## src/rtl/fsm_cmd_issuer.sv

```systemverilog
// fsm_cmd_issuer: queues 2-bit command requests, issues each one to the
// 3-bit command FSM and waits for its state to match or for a timeout.
// An illegal request or an illegal FSM state sets a sticky error flag.
// Optional feature macro: FSM_ISSUER_STATS_EN adds fail_cnt, a saturating
// count of failed completions.
module fsm_cmd_issuer #(
    parameter int unsigned DEPTH   = 4,
    parameter int unsigned TIMEOUT = 8
) (
    input  logic       clk,
    input  logic       rst_n,
    input  logic       req_valid,
    input  logic [1:0] req_cmd,
    output logic       req_ready,
    output logic [2:0] user_input,
    input  logic [2:0] fsm_out,
    output logic       done_valid,
    output logic       done_ok,
    output logic       busy,
    output logic       err_illegal
`ifdef FSM_ISSUER_STATS_EN
    ,
    output logic [7:0] fail_cnt
`endif
);

    localparam int unsigned AW = (DEPTH > 1) ? $clog2(DEPTH) : 1;
    localparam int unsigned PW = AW + 1;
    localparam int unsigned TW = 8;
    localparam logic [TW-1:0] TIMER_LAST = TW'(TIMEOUT - 1);

    typedef enum logic [1:0] {
        ST_IDLE  = 2'd0,
        ST_ISSUE = 2'd1,
        ST_WAIT  = 2'd2,
        ST_DONE  = 2'd3
    } state_t;

    state_t        state;
    state_t        state_nxt;

    logic [1:0]    mem [DEPTH];
    logic [PW-1:0] wr_ptr;
    logic [PW-1:0] rd_ptr;
    logic          full;
    logic          empty;
    logic          accept;
    logic          push;
    logic          pop;
    logic          bad_req;

    logic [1:0]    cmd_r;
    logic [1:0]    cmd_nxt;
    logic [TW-1:0] timer;
    logic [TW-1:0] timer_nxt;
    logic [2:0]    user_input_nxt;
    logic          done_ok_nxt;
    logic          done_valid_nxt;
    logic          fsm_err;
    logic          fsm_bad;
    logic          fsm_match;

    assign empty     = (wr_ptr == rd_ptr);
    assign full      = (wr_ptr[AW] != rd_ptr[AW]) &&
                       (wr_ptr[AW-1:0] == rd_ptr[AW-1:0]);
    assign req_ready = !full;
    assign accept    = req_valid && req_ready;
    assign push      = accept && (req_cmd != 2'd3);
    assign bad_req   = accept && (req_cmd == 2'd3);
    assign busy      = (state != ST_IDLE) || !empty;

    assign fsm_bad   = fsm_out[2] || (fsm_out[1:0] == 2'd3);
    assign fsm_match = (fsm_out == {1'b0, cmd_r});

    // Request FIFO pointers; the popped entry must already be stored.
    always_ff @(posedge clk or negedge rst_n) begin
        if (!rst_n) begin
            wr_ptr <= '0;
            rd_ptr <= '0;
        end else begin
            if (push) wr_ptr <= wr_ptr + PW'(1);
            if (pop)  rd_ptr <= rd_ptr + PW'(1);
        end
    end

    // Request FIFO storage.
    always_ff @(posedge clk) begin
        if (push) mem[wr_ptr[AW-1:0]] <= req_cmd;
    end

    // State register.
    always_ff @(posedge clk or negedge rst_n) begin
        if (!rst_n) state <= ST_IDLE;
        else        state <= state_nxt;
    end

    // Next-state logic; WAIT leaves on illegal state, match or timeout.
    always_comb begin
        state_nxt = state;
        case (state)
            ST_IDLE:  if (!empty) state_nxt = ST_ISSUE;
            ST_ISSUE: state_nxt = ST_WAIT;
            ST_WAIT:  if (fsm_bad || fsm_match || (timer == TIMER_LAST))
                          state_nxt = ST_DONE;
            ST_DONE:  state_nxt = ST_IDLE;
            default:  state_nxt = ST_IDLE;
        endcase
    end

    // Output and datapath next values per state.
    always_comb begin
        pop            = 1'b0;
        cmd_nxt        = cmd_r;
        user_input_nxt = user_input;
        timer_nxt      = timer;
        done_ok_nxt    = done_ok;
        fsm_err        = 1'b0;
        case (state)
            ST_IDLE: begin
                user_input_nxt = 3'h0;
                if (!empty) begin
                    pop     = 1'b1;
                    cmd_nxt = mem[rd_ptr[AW-1:0]];
                end
            end
            ST_ISSUE: begin
                user_input_nxt = {1'b0, cmd_r};
                timer_nxt      = '0;
            end
            ST_WAIT: begin
                timer_nxt = timer + TW'(1);
                if (fsm_bad) begin
                    fsm_err     = 1'b1;
                    done_ok_nxt = 1'b0;
                end else if (fsm_match) begin
                    done_ok_nxt = 1'b1;
                end else if (timer == TIMER_LAST) begin
                    done_ok_nxt = 1'b0;
                end
            end
            ST_DONE: begin
                user_input_nxt = 3'h0;
            end
            default: begin
                user_input_nxt = 3'h0;
            end
        endcase
        done_valid_nxt = (state_nxt == ST_DONE);
    end

    // Registered outputs and datapath.
    always_ff @(posedge clk or negedge rst_n) begin
        if (!rst_n) begin
            cmd_r       <= 2'd0;
            timer       <= '0;
            user_input  <= 3'h0;
            done_ok     <= 1'b0;
            done_valid  <= 1'b0;
            err_illegal <= 1'b0;
        end else begin
            cmd_r      <= cmd_nxt;
            timer      <= timer_nxt;
            user_input <= user_input_nxt;
            done_ok    <= done_ok_nxt;
            done_valid <= done_valid_nxt;
            if (bad_req || fsm_err) err_illegal <= 1'b1;
        end
    end

`ifdef FSM_ISSUER_STATS_EN
    // Saturating count of completions reported with done_ok low.
    always_ff @(posedge clk or negedge rst_n) begin
        if (!rst_n) begin
            fail_cnt <= 8'd0;
        end else if (done_valid_nxt && !done_ok_nxt && (fail_cnt != 8'hFF)) begin
            fail_cnt <= fail_cnt + 8'd1;
        end
    end
`endif

endmodule

```

## config.mk

```make
export PLATFORM = sky130hd
export DESIGN_NAME = fsm_cmd_issuer
export DESIGN_NICKNAME = d
export VERILOG_FILES = /design/src/rtl/fsm_cmd_issuer.sv
export SDC_FILE = /design/constraint.sdc
export NUM_CORES = 1
export LEC_CHECK = 0
export CORE_MARGIN = 2
export CORE_UTILIZATION = 44
export DETAILED_ROUTE_END_ITERATION = 10
export DONT_BUFFER_PORTS = 1
export GPL_ROUTABILITY_DRIVEN = 0
export SYNTH_ARGS = -nofsm -noshare
export SYNTH_HDL_FRONTEND = slang
export SYNTH_SLANG_ARGS = --single-unit
```

## constraint.sdc

```tcl
create_clock -name clk -period 4.46 [get_ports clk]
set_input_delay 0.446 -clock clk [delete_from_list [all_inputs] [get_ports clk]]
set_output_delay 0.446 -clock clk [all_outputs]
set_load 0.05 [all_outputs]
```

==> results.txt <==
EDFF count, synth = 8
Top cells by count, synth = dfrtp_1, nand2_1, inv_1, ha_1, o21ai_0
Synth Cell Area = 1530 um^2
Ant diodes = 0
CTS H-tree depth = 2
Core area = 3340 um^2
Total congestion overflow = 0
Status = finished clean
Root Driver = clkbuf_4
Layout net count = 151
Fin. max-slew vios = 0
Post-Syn Nets = 146
Slowest-stage cell, CP = dfrtp_1
Cell taking the most area after synthesis = dfrtp_1
GRT Total Usage = 0.147
P&R area growth vs syn = 10.1%
Row count = 21
Share of the synthesized area in the top cell type = 0.377
CTS Sinks = 31
Share of cells above drive strength 1 = 0.104
Total Power = 1190 uW
Drt via density = 5.09
Number of global-route vias before repair = 950
Peak VDD IR = 0.241 mV
Tightest Pin Transition = 1.02 ns
Worst setup EP type = output port
Critical Setup Path Class = flop to output port
Unrepaired setup endpoints after global routing = no
Largest net degree at the start of global routing = 24
Flop and latch count out of synthesis = 31
Total Wirelength = 2.52 mm
Critical Path Source = rd_ptr[0]
Tcrit/Tclk final = 0.489
Top-level I/O count = 16
Startpoint Class = flop
CTS Buf Count = 5
Post-Syn Instances = 129
Die area = 3950 um^2
Initial antenna violation count = 0
Remaining DRCs = 0
Syn_area_per_cell = 11.8 um^2
Initial Util = 0.457
Synth async-reset ratio = 0.742
Leakage = 0.000691 uW
Die W = 62.9 um
CTS clk-pin slew, worst paths = 0.10 ns
Via count = 921
CTS Hold Bufs = 1
Pwr Density = 711 nW/um^2
Drt first-iter violations = 46
Skew-Pair Late Insertion Delay = 0.33 ns
Detail Placement HPWL = 1.83 mm
Fin crit period = 2.18 ns
Routed len/inst = 13.9 um
Setup violators final = 0
Endpoints failing hold = 0
Crit-path max FO = 5
Top_reg_cell synth = dfrtp_1
Setup TNS = 0 ns
First-pass GRT wire length = 4.41 mm
Max-slew headroom = 0.319
Final ANT Viol Nets = 0
PostCTS Resize Cnt = 0
Dpl ws = 2.61 ns
IO buf count = 0
Final Worst Setup Slack = 2.28 ns
Most common cell in the netlist = dfrtp_1
WP data required = 4.01 ns
Syn. warnings = 0
Slowest stage delay, CP = 0.48 ns
Setup bufs post-CTS = 0
Die Y = 62.9 um
Fmax = 459 MHz
Sequential cell area fraction in the yosys report = 0.535
Fill cells = 301
Worst R2R Start = rd_ptr[0]
HP Start = req_cmd[1]
Post-synth cell types = 35
Crit path DAT = 1.73 ns
Max capacitance violation total = 0
Worst Skew = 0.0106 ns
Hold Path Class = input pin to flop
Pre-Repair DR Iteration Count = 4
CP Cell Sequence = xnor2_1, nand3b_1, inv_1, nand2_1
Clock tree buffer depth = 2
Top cells by area, synth = dfrtp_1, edfxtp_1, ha_1
R2R Setup Slk = 2.61 ns
CTS tree = built
per-layer routing:
metal  wire [um]  GRT usage  share of wire
met5           0          0              0
met4          47     0.0583          0.019
met3         146     0.0685          0.058
met2        1140      0.219           0.45
met1        1180      0.183           0.47
registers in the layout (all words and copies together) (netlist names):
register,flops
cmd_r,2
rd_ptr,3
done_valid,1
done_ok,1
timer,8
user_input,2
err_illegal,1
wr_ptr,3
mem,8
state,2
cell usage in the layout (no fill, tap or decap), types with 3 or more instances in the layout:
cell type / instances
mux2_1: 3
edfxtp_1: 8
clkbuf_4: 5
ha_1: 9
xnor2_1: 6
dfrtp_1: 23
and2_1: 5
nand3_1: 5
inv_1: 10
nor2_1: 4
nand2_1: 12
xor2_1: 5
o21ai_0: 9
through the flow:
| step | cells | util | instance area (um^2) | hold WS [ns] |
|---|---|---|---|---|
| final | 181 | 0.503 | 1680 | 0.200 |
| after CTS | 181 | 0.503 | 1680 | 0.195 |
| after global placement | 172 | 0.470 | 1570 | 0.151 |
| after detailed placement | 172 | 0.470 | 1570 | 0.151 |
| after global routing | 181 | 0.503 | 1680 | 0.173 |
| after floorplan | 129 | - | 1530 | 0.150 |
cell type report:
type / instances / area (um^2) / area share
clock buffers: 6 / 41.3 / 0.0246
clock inverters: 2 / 60.1 / 0.0358
inverters: 10 / 37.5 / 0.0224
multi-input cells: 85 / 657 / 0.391
flip-flops and latches: 31 / 816 / 0.486
well taps: 46 / 57.6 / 0.0343
repair buffers: 1 / 10.0 / 0.00596
critical path: cells and delay by family, from the launching register on:
family                    cells  cell delay (ns)
and+or+nand+nor               2             0.53
buffers and inverters         1             0.09
DFF                           1             0.48
xor gates and xnor gates      1             0.30
logic make-up after synthesis:
logic type                 after synthesis  synth area share
other                                    1           0.00246
DFF                                     31             0.535
adders and majority gates                9            0.0738
buffers and inverters                   13            0.0345
and+or+nand+nor                         40             0.145
xor gates and xnor gates                11            0.0632
AOI/OAI and AO/OA                       18            0.0878
muxes                                    6            0.0582
final timing paths:
kind / to / cells after the start
worst min-delay path: mem[2][1] / 0
worst min register to register: wr_ptr[2] / 1
min in group asynchronous: state[1] / 1
max in group asynchronous: state[0] / 1
worst max-delay path: busy / 4
worst max register to register: err_illegal / 3
where the power goes:
group          internal, uW  total (uW)  switching, uW
clock network           175         272           97.1
logic                   169         422            253
registers               379         501            122
total                   722        1190            472
Power figures use the tool's default switching activity.
